$ cat src/rtl/op_sequencer.sv
// Multi-cycle instruction sequencer: fetch handshake, decode, execute through an
// external 20-bit datapath, write-back into an 8-entry register file.
module op_sequencer (
  input  logic        clk,
  input  logic        rst_n,
  input  logic        instr_valid,
  output logic        instr_ready,
  input  logic [31:0] instr,
  output logic [4:0]  op_sel,
  output logic [19:0] op_a,
  output logic [19:0] op_b,
  input  logic [19:0] op_res,
  output logic [19:0] pc,
  output logic        halted,
  output logic        illegal,
  input  logic [2:0]  dbg_addr,
  output logic [19:0] dbg_data
);

  localparam logic [4:0] OP_TRAP = 5'd0;
  localparam logic [4:0] OP_NOP  = 5'd1;
  localparam logic [4:0] OP_JMP  = 5'd2;
  localparam logic [4:0] OP_NOT  = 5'd8;
  localparam logic [4:0] OP_SHR  = 5'd12;

  typedef enum logic [2:0] {
    S_IDLE,
    S_DECODE,
    S_EXEC,
    S_WB,
    S_HALT
  } state_t;

  state_t      state_q, state_d;
  logic [31:0] instr_q, instr_d;
  logic [19:0] result_q, result_d;
  logic [19:0] pc_q, pc_d;
  logic [19:0] regs_q [8];
  logic        wr_en;

  logic [4:0]  opcode;
  logic [2:0]  rd, rs1, rs2;
  logic        is_exec;
  logic [19:0] rs1_val, rs2_val;

  assign opcode  = instr_q[31:27];
  assign rd      = instr_q[26:24];
  assign rs1     = instr_q[23:21];
  assign rs2     = instr_q[20:18];
  assign is_exec = (opcode >= OP_NOT) && (opcode <= OP_SHR);

  // reg[0] is never written, so reading it through the array always yields 0
  assign rs1_val  = regs_q[rs1];
  assign rs2_val  = regs_q[rs2];
  assign dbg_data = regs_q[dbg_addr];
  assign pc       = pc_q;

  always_ff @(posedge clk or negedge rst_n) begin
    if (!rst_n) begin
      state_q  <= S_IDLE;
      instr_q  <= '0;
      result_q <= '0;
      pc_q     <= '0;
      for (int i = 0; i < 8; i++) begin
        regs_q[i] <= '0;
      end
    end else begin
      state_q  <= state_d;
      instr_q  <= instr_d;
      result_q <= result_d;
      pc_q     <= pc_d;
      if (wr_en) begin
        regs_q[rd] <= result_q;
      end
    end
  end

  always_comb begin
    state_d     = state_q;
    instr_d     = instr_q;
    result_d    = result_q;
    pc_d        = pc_q;
    wr_en       = 1'b0;
    instr_ready = 1'b0;
    illegal     = 1'b0;
    halted      = 1'b0;
    op_sel      = '0;
    op_a        = '0;
    op_b        = '0;

    case (state_q)
      S_IDLE: begin
        instr_ready = 1'b1;
        if (instr_valid) begin
          instr_d = instr;
          state_d = S_DECODE;
        end
      end
      S_DECODE: begin
        op_sel = opcode;
        op_a   = rs1_val;
        op_b   = (opcode == OP_NOT) ? 20'd0 : rs2_val;
        if (opcode == OP_TRAP)  state_d = S_HALT;
        else if (is_exec)       state_d = S_EXEC;
        else                    state_d = S_WB;
      end
      S_EXEC: begin
        op_sel   = opcode;
        op_a     = rs1_val;
        op_b     = (opcode == OP_NOT) ? 20'd0 : rs2_val;
        result_d = op_res;
        state_d  = S_WB;
      end
      S_WB: begin
        // pc arithmetic relies on the 20-bit width to wrap 0xFFFFF -> 0
        if (opcode == OP_JMP) begin
          pc_d = instr_q[19:0];
        end else begin
          pc_d = pc_q + 20'd1;
        end
        if (is_exec) begin
          wr_en = (rd != 3'd0);
        end else if (opcode != OP_JMP && opcode != OP_NOP) begin
          illegal = 1'b1;
        end
        state_d = S_IDLE;
      end
      S_HALT: begin
        halted = 1'b1;
      end
      default: begin
        state_d = S_IDLE;
      end
    endcase
  end

endmodule

$ cat config.mk
export PLATFORM = sky130hd
export DESIGN_NAME = op_sequencer
export DESIGN_NICKNAME = d
export VERILOG_FILES = /design/src/rtl/op_sequencer.sv
export SDC_FILE = /design/constraint.sdc
export NUM_CORES = 1
export LEC_CHECK = 0
export CORE_MARGIN = 10
export CORE_UTILIZATION = 35
export CTS_BUF_LIST = sky130_fd_sc_hd__clkbuf_8
export CTS_CLUSTER_DIAMETER = 150
export DETAILED_ROUTE_END_ITERATION = 16
export PLACE_DENSITY = 0.64
export SYNTH_ARGS = -nofsm -noshare
export SYNTH_HDL_FRONTEND = slang
export SYNTH_SLANG_ARGS = --single-unit
$ cat constraint.sdc
create_clock -name clk -period 2.54 [get_ports clk]
set_input_delay 0.508 -clock clk [delete_from_list [all_inputs] [get_ports clk]]
set_output_delay 0.508 -clock clk [all_outputs]
set_load 0.05 [all_outputs]
==> results, run 1 <==
- The run finished, with violations left.
- At the end of routability-driven placement, the weighted congestion stood at between 0.8 and 0.9.
- Yosys mapped the design onto 57 distinct sky130hd cell types.
- The die is 213.4 µm wide.
- The path class of the tightest hold or removal check is flop to flop.
- The storage element area is between 5000 and 6000 µm².
- The remaining global-route overflow is 0.
- At the worst endpoint, the arrival time is ~2.2 ns.
- The area used by multi-input combinational logic is ~6800 µm².
- The proportion of synthesized chip area in sequential cells is approximately 45%.
- The tightest hold path in the finished design has a slack of about 0.41 ns.
- Summed over all cells, the static leakage comes to 7.348 nW.
- The post-synthesis async set-or-reset flop share is between 90% and 100%.
- In the layout the commonest cells are sky130_fd_sc_hd__dfrtp_1 (230), sky130_fd_sc_hd__mux2_2 (185), sky130_fd_sc_hd__mux4_2 (120).
- Synthesis inferred 235 register bits.
- The largest driver fanout on the critical path is 8.
- The layout filler cell count is around 3200.
- Once the floorplan was initialized, standard cells occupied 35.58% of the core.
- The via count of the first global-routing pass was around 9100.
- The clock-pin slew on the worst setup and hold paths is 0.06 ns.
- During placement, the flow inserted port buffers numbering around 150.
- The final worst clock skew is roughly 0.015 ns.
- The overall global routing resource usage is between 10% and 20%.
- Clock tree synthesis inserted a total of 42 buffers.
- Once detailed placement completed, the half-perimeter wirelength came to 23480 µm.
- The number of antenna-violating nets in the routed design is 0.
- The number of non-filler instances in the completed layout is around 1600.
- The count of TritonRoute iterations in the first routing pass is 5.
- No sink is reached through more buffers than the 3 on the longest clock path.
- The total count of max-transition violations in the final report was 0.
- The most used flip-flop cell after synthesis is sky130_fd_sc_hd__dfrtp_1.
- Setup repair after global routing could not meet its margin everywhere.
- The post-detailed-route wirelength per cell is ~24 µm.
- Setup total negative slack on the finished layout was measured at -6.385 ns.
- Once layout is complete, the utilization of the core stands at approximately 46%.
- Counting both buffers and inverters, the worst setup path holds a total of 3.
- The clock latency on the worst-skew pair is between 0.5 and 0.6 ns.
- Cells with a size suffix above 1 make up between 40% and 50% of the layout.
- The total number of vias is 8825.
- The detailed router finished its first iteration with 740 violations.
- The count of endpoints failing hold in the final timing report is 0.
- The cell area after synthesis is 13090 µm².
- The number of cells after detailed placement is 1483.
- The count of warnings emitted by yosys is 0.
- The checks that failed: setup timing.
- The placed instance area is ~16000 µm².
- The worst-case IR drop observed on VDD is 0.5538 mV.
- The worst path setup slack after routing is -0.2104 ns.
- For this run, design rule violations remaining after detail routing come to 0.
- The total power per unit cell area is between 1000 and 1500 nW/µm².
- The minimum setup slack after placement is 0.1439 ns.
- The final design area excluding fillers is around 17000 µm².
- The number of nets in the layout is 1132.
- Among cell families on the critical path, the largest total delay comes from multiplexers.
- Dividing the final minimum period by the clock period gives 108.3%.
- The layout overhead on the synthesized area is 30.55%.
- The top achievable clock speed is between 300 and 400 MHz.
- The number of setup violations in the final report is 40.
- The deepest level of the CTS H-tree is 2.
- The post-synthesis net count is between 900 and 1000.
- The worst path required time is approximately 2.0 ns.
- The element type at the critical path end is a primary output.
- The number of antenna violations at the first check in global routing is 1.
- By area the synthesized netlist is led by sky130_fd_sc_hd__dfrtp_1 (45%), sky130_fd_sc_hd__mux4_2 (21%), sky130_fd_sc_hd__mux2_2 (16%).
- A synthesized cell averages ~14 µm².
- The largest area contributor in the netlist is sky130_fd_sc_hd__dfrtp_1.
- Measured along the y axis, the die boundary spans 213.4 µm.
- In this design, the critical path's most frequently occurring cell is sky130_fd_sc_hd__buf_12.
- CTS placed an instance of sky130_fd_sc_hd__clkbuf_8 at the clock tree root.
- In the synthesized netlist, the number of instances is between 900 and 1000.
- The first global-routing pass estimated 57700 µm of wire.
- The relative max-transition margin is 58.74%.
- The area share of the largest cell type after synthesis is around 45%.
- The floorplan step defined a core boundary enclosing 36790 µm².
- The leading cell type in the layout, fill and taps excluded is sky130_fd_sc_hd__dfrtp_1.
- Subtracting the final worst setup slack from the clock period gives between 2 and 3 ns.
- The largest single stage delay on the critical path is about 0.52 ns.
- The antenna cell count is 0.
- The signal on the critical path passes through buf_12 -> buf_16 -> mux4_2 -> mux2i_1 -> nor2_2 -> buf_12.
- Max-cap violations in this run came to 0.
- The cell row count is 70.
- Total power for the finished layout comes to about 22 mW.
- The floorplan step defined a die boundary enclosing around 46000 µm².
- The startpoint type of the worst setup path is a flop.
- At the pin with the least slew margin, the transition time is 0.6189 ns.
- The via count normalized by instance count is 5.617.
- The TritonCTS clock tree is done.
- The synthesized design contains 0 enable-type register cells.
- For this design the top-level I/O count stands at about 150.
- The cell type of the slowest stage on the worst timing path is sky130_fd_sc_hd__mux4_2.
- The pin count of the biggest net entering global routing is 61.
- The number of clock sinks is ~240.
- For this block, the routed nets add up to ~38000 µm of wire.
- The critical path in this run is classified as flop to primary output.
## synth_stat cells (6+ instances only)
| master | count |
|---|---|
| sky130_fd_sc_hd__dfrtp_1 | 235 |
| sky130_fd_sc_hd__mux2_2 | 185 |
| sky130_fd_sc_hd__mux4_2 | 120 |
| sky130_fd_sc_hd__clkbuf_1 | 61 |
| sky130_fd_sc_hd__nor2_1 | 58 |
| sky130_fd_sc_hd__mux2i_1 | 43 |
| sky130_fd_sc_hd__buf_2 | 24 |
| sky130_fd_sc_hd__mux2_4 | 20 |
| sky130_fd_sc_hd__o21ai_0 | 19 |
| sky130_fd_sc_hd__nand2_1 | 18 |
| sky130_fd_sc_hd__a21oi_1 | 13 |
| sky130_fd_sc_hd__nand3_1 | 12 |
| sky130_fd_sc_hd__buf_1 | 10 |
| sky130_fd_sc_hd__nand4_1 | 9 |
| sky130_fd_sc_hd__nor3_1 | 9 |
| sky130_fd_sc_hd__o2bb2ai_1 | 7 |
| sky130_fd_sc_hd__and3_1 | 6 |
| sky130_fd_sc_hd__inv_1 | 6 |
## area by class of cell
type,instances,area share (%)
Multi-Input combinational cell,583,40.08
Timing Repair Buffer,205,17.00
Clock inverter,20,0.5565
Clock buffer,54,4.349
Sequential cell,235,34.45
Tap cell,468,3.427
Inverter,6,0.1318
## sequential cells by signal, summed over array words and instances (netlist names)
signal and count:
instr_q 32, regs_q 160, result_q 20, pc 20
state_q 3
## cells by family after synthesis
family / share of synthesized area (%)
mux: 42.32
xor+xnor: 0.06693
compound gates: 3.805
fa+ha+maj: 0.09558
buf+inv: 3.355
flops: 44.93
simple gates: 5.430
## final timing paths
check,startpoint,to,cells past startpoint,slack (ns)
worst min register to register,regs_q[159]$_DFFE_PN0P_,regs_q[159]$_DFFE_PN0P_,0,0.41
max in group asynchronous,rst_n,instr_q[21]$_DFFE_PN0P_,3,1.37
worst min-delay path,regs_q[159]$_DFFE_PN0P_,regs_q[159]$_DFFE_PN0P_,0,0.41
worst max-delay path,instr_q[21]$_DFFE_PN0P_,op_a[5],6,-0.21
worst max register to register,instr_q[27]$_DFFE_PN0P_,regs_q[129]$_DFFE_PN0P_,4,0.19
min in group asynchronous,rst_n,instr_q[8]$_DFFE_PN0P_,2,0.46
## worst reg2reg max path: stages, from the launching register on
cell and delay (ns):
sky130_fd_sc_hd__dfrtp_1 0.44, sky130_fd_sc_hd__o21a_1 0.23, sky130_fd_sc_hd__or4b_4 0.57, sky130_fd_sc_hd__or3_4 0.60, sky130_fd_sc_hd__mux2_4 0.40
## power by group
part	switching, mW	internal, mW	leakage [nW]
clock	1.66	1.91	0.475
sequential	1.61	5.14	3.06
combinational	5.99	6.12	3.82
## what timing repair did
action	in CTS	in global routing
endpoints found under the hold margin	53	0
endpoints found under the setup margin	46	41
gates resized for setup	30	10
gates cloned	5	3
hold buffers	1	0
pin swaps	1	3
buffers inserted	4	1
## per-layer routing
layer,wire (µm),GRT usage [%],vias up
met5,12,0,-
met4,745,4.644,2
met3,2533,3.344,61
met2,18570,27.16,310
met1,15970,21.96,4585
li1,-,-,3867
Power figures use the tool's default switching activity.
==> inputs of run 2 (changes only) <==
--- a/config.mk
+++ b/config.mk
@@ -10,7 +10,8 @@
 export CTS_BUF_LIST = sky130_fd_sc_hd__clkbuf_8
 export CTS_CLUSTER_DIAMETER = 150
 export DETAILED_ROUTE_END_ITERATION = 16
-export PLACE_DENSITY = 0.64
+export GPL_ROUTABILITY_DRIVEN = 0
+export PLACE_DENSITY = 0.66
 export SYNTH_ARGS = -nofsm -noshare
 export SYNTH_HDL_FRONTEND = slang
 export SYNTH_SLANG_ARGS = --single-unit
==> constraint.sdc (replaced) <==
create_clock -name clk -period 2.45 [get_ports clk]
set_input_delay 0.49 -clock clk [delete_from_list [all_inputs] [get_ports clk]]
set_output_delay 0.49 -clock clk [all_outputs]
set_load 0.05 [all_outputs]
==> results, run 2 (synthesis gave the netlist of run 1 again) <==
- The port buffer count was 145 (unchanged).
- The number of DRC markers in iteration 0 was 697 (was 740).
- The overall global routing resource usage came to 16.22% (was 16.58%).
- Dividing the final minimum period by the clock period gives 112.3%.
- The clock-pin slew on the worst setup and hold paths is 0.06 ns (about the same).
- The largest driver fanout on the critical path came to 6 (was 8).
- The share of total power consumed by net switching is 40.93% (was 41.29%).
- The setup TNS after final layout is -8.621 ns (was -6.385 ns).
- The class of the most critical setup path is flop to primary output (unchanged).
- The switching power is 9.571 mW (was 9.259 mW).
- The internal power is 13.81 mW (was 13.16 mW).
- The smallest clock period supported by the final layout is computed as 2.751 ns.
- The number of buffers created by CTS is 43 (was 42).
- The remaining global-route overflow is 0 (unchanged).
- The clock latency on the worst-skew pair is 0.56 ns (was 0.57 ns).
- The final HPWL from detailed placement is 23430 µm (was 23480 µm).
- The largest stage delay on the critical path was 0.51 ns (was 0.52 ns).
- The storage element area was 5887 µm² (unchanged).
- The detailed-route wire length is 37560 µm (was 37830 µm).
- The final cell utilization of the core came to 46.60% (was 46.45%).
- The core area came to 36790 µm² (unchanged).
- The cell type of the slowest stage on the worst timing path is sky130_fd_sc_hd__mux4_2 (unchanged).
- The startpoint type of the worst setup path is a flop (unchanged).
- The maximum ir drop on the vdd rail was 0.7073 mV (was 0.5538 mV).
- The total count of max-transition violations in the final report came to 0 (unchanged).
- The relative max-transition margin is 54.40% (was 58.74%).
- The layout overhead on the synthesized area is 30.97% (was 30.55%).
- Timing would allow up to 363.4 MHz.
- The full die area is 45530 µm² (unchanged).
- The sequential share of power is 29.9% (was 30.1%).
- The maximum buffer depth of the clock tree was 3 (unchanged).
- The final design area excluding fillers is 17140 µm² (was 17090 µm²).
- The flip-flop count of the largest register, all copies and words added was 160 (unchanged).
- The worst hold-check slack was 0.4135 ns (was 0.4138 ns).
- The count of TritonRoute iterations in the first routing pass is 5 (unchanged).
- The count of maximum capacitance violations came to 0 (unchanged).
- The cell at the root of the clock tree is sky130_fd_sc_hd__clkbuf_8 (unchanged).
- The minimum setup slack after placement is 0.08157 ns (was 0.1439 ns).
- The top-level port count was 146 (unchanged).
- The data arrival time of the critical path is 2.26 ns (was 2.24 ns).
- The measured slew at the worst slew-check pin is 0.6778 ns (was 0.6189 ns).
- The post-detailed-route wirelength per cell came to 23.85 µm (was 24.08 µm).
- The largest register by flop count is regs_q (unchanged).
- Violated checks: setup timing (unchanged).
- The die height is 213.4 µm (unchanged).
- The element type at the critical path end is a primary output (unchanged).
- The number of nets in the layout is 1136 (was 1132).
- The leakage component of the power came to 7.449 nW (was 7.348 nW).
- The number of setup violations in the final report is 40 (unchanged).
- The total power per unit cell area is 1364 nW/µm² (was 1312 nW/µm²).
- The antenna cell count is 0 (unchanged).
- The global-route wire length before repair is 57240 µm (was 57700 µm).
- Top flop regs: regs_q (160), instr_q (32) (unchanged).
- The path category of the worst min-delay check was flop to flop (unchanged).
- The combinational group share of total power is 53.5% (was 54.0%).
- The die boundary width is 213.4 µm (unchanged).
- The via count of the first global-routing pass is 9227 (was 9145).
- The initial standard-cell utilization of the core was 35.58% (unchanged).
- The area used by multi-input combinational logic is 6924 µm² (was 6849 µm²).
- The number of remaining DRC errors was 0 (unchanged).
- Unrepaired setup endpoints after global routing: yes (unchanged).
- The placed instance area is 15780 µm² (was 15830 µm²).
- The pin count of the biggest net entering global routing is 57 (was 61).
- The total number of vias is 8929 (was 8825).
- The number of clock sinks is 235 (unchanged).
- Result of the run: complete, but fails checks (unchanged).
- The layout filler cell count is 3229 (was 3212).
- The worst path required time is 1.96 ns (was 2.03 ns).
- The count of endpoints failing hold in the final timing report is 0 (unchanged).
- The TritonCTS clock tree is done (unchanged).
- Most frequent cells in the layout: sky130_fd_sc_hd__dfrtp_1 (230), sky130_fd_sc_hd__mux2_2 (175), sky130_fd_sc_hd__mux4_2 (120) (was sky130_fd_sc_hd__dfrtp_1 (230), sky130_fd_sc_hd__mux2_2 (185), sky130_fd_sc_hd__mux4_2 (120)).
- Cell-by-cell listing of the critical path: buf_12 -> clkbuf_16 -> mux4_2 -> mux2i_2 -> nor2_1 -> buf_6 (was buf_12 -> buf_16 -> mux4_2 -> mux2i_1 -> nor2_2 -> buf_12).
- The deepest level of the CTS H-tree is 2 (unchanged).
- The fraction of layout cells with a size suffix above 1 came to 50.95% (was 49.77%).
- The number of antenna violations at the first check in global routing was 0 (was 1).
- The leading cell type in the layout, fill and taps excluded was sky130_fd_sc_hd__dfrtp_1 (unchanged).
- The number of antenna-violating nets in the routed design is 0 (unchanged).
- The cell row count is 70 (unchanged).
- The worst path setup slack after routing came to -0.3015 ns (was -0.2104 ns).
- The via count normalized by instance count is 5.669 (was 5.617).
- The part of the total power dissipated in the clock network was 16.6% (was 15.9%).
- The internal reg-to-reg setup slack is 0.07 ns (was 0.19 ns).
- The final worst clock skew is 0.01967 ns (was 0.01513 ns).
run 2: cell types whose count changed in the layout (fill, tap and decap cells not counted), moves of 3 or more:
cell and change:
sky130_fd_sc_hd__clkbuf_8 +3, sky130_fd_sc_hd__clkinv_2 -4, sky130_fd_sc_hd__clkdlybuf4s50_1 -5, sky130_fd_sc_hd__buf_4 +5, sky130_fd_sc_hd__dlymetal6s2s_1 +4, sky130_fd_sc_hd__mux2_2 -10, sky130_fd_sc_hd__inv_1 +3, sky130_fd_sc_hd__nor2_2 +9
sky130_fd_sc_hd__mux2_4 +10, sky130_fd_sc_hd__nor2_1 -9, sky130_fd_sc_hd__buf_6 +7, sky130_fd_sc_hd__buf_16 -6, sky130_fd_sc_hd__mux2i_2 +3
run 2: worst paths after layout:
| path | start | end | cells past startpoint |
|---|---|---|---|
| max reg2reg | instr_q[27]$_DFFE_PN0P_ | regs_q[124]$_DFFE_PN0P_ | 4 |
| min in group asynchronous | rst_n | regs_q[40]$_DFFE_PN0P_ | 2 |
| min reg2reg | regs_q[145]$_DFFE_PN0P_ | regs_q[145]$_DFFE_PN0P_ | 0 |
| max in group asynchronous | rst_n | result_q[1]$_DFFE_PN0N_ | 3 |
| max | instr_q[18]$_DFFE_PN0P_ | op_b[0] | 6 |
| min | regs_q[145]$_DFFE_PN0P_ | regs_q[145]$_DFFE_PN0P_ | 0 |
run 2: through the flow:
step	instances	power, mW
floorplan	922	14.20
global placement	1484	18.55
detailed placement	1484	18.75
CTS	1562	22.90
global route	1575	24.65
finish	1575	23.38
run 2: timing repair:
item / CTS / global route
buffers inserted: 2 / 8
cloned: 0 / 5
endpoints found under the hold margin: 49 / 0
gates resized for setup: 27 / 46
hold buffers: 1 / 0
setup endpoints to repair: 47 / 62
run 2: final cells by class:
type / instances / area share, %
timing repair buffer: 208 / 16.52
clock inverter: 17 / 0.5401
clock buffer: 58 / 4.657
multi-input combinational: 583 / 40.39
tap: 468 / 3.416
sequential: 235 / 34.34
inverter: 6 / 0.1314
run 2: critical path, delay by kind of cell, from the launching register on:
kind	cells	cell delay, ns
DFF	1	0.37
buffers and inverters	3	0.50
muxes	2	0.71
and+or+nand+nor	1	0.10
run 2: metal layers:
metal  GRT usage [%]  vias up  share of wire (%)
met2           25.92      302                 49
met4           4.522        0                1.5
met5               0        -                  0
met1           22.07     4703                 43
met3           3.198       44                6.6
li1                -     3880                  -
run 2: power groups by stage:
stage               Sequential (mW)  Clock (mW)  Combinational [mW]
CTS                            6.97        3.99                11.9
global placement               6.94           0                11.6
detailed placement             7.02           0                11.7
finish                         7.00        3.88                12.5
floorplan                      6.80           0                7.40
global route                   7.24        4.18                13.2
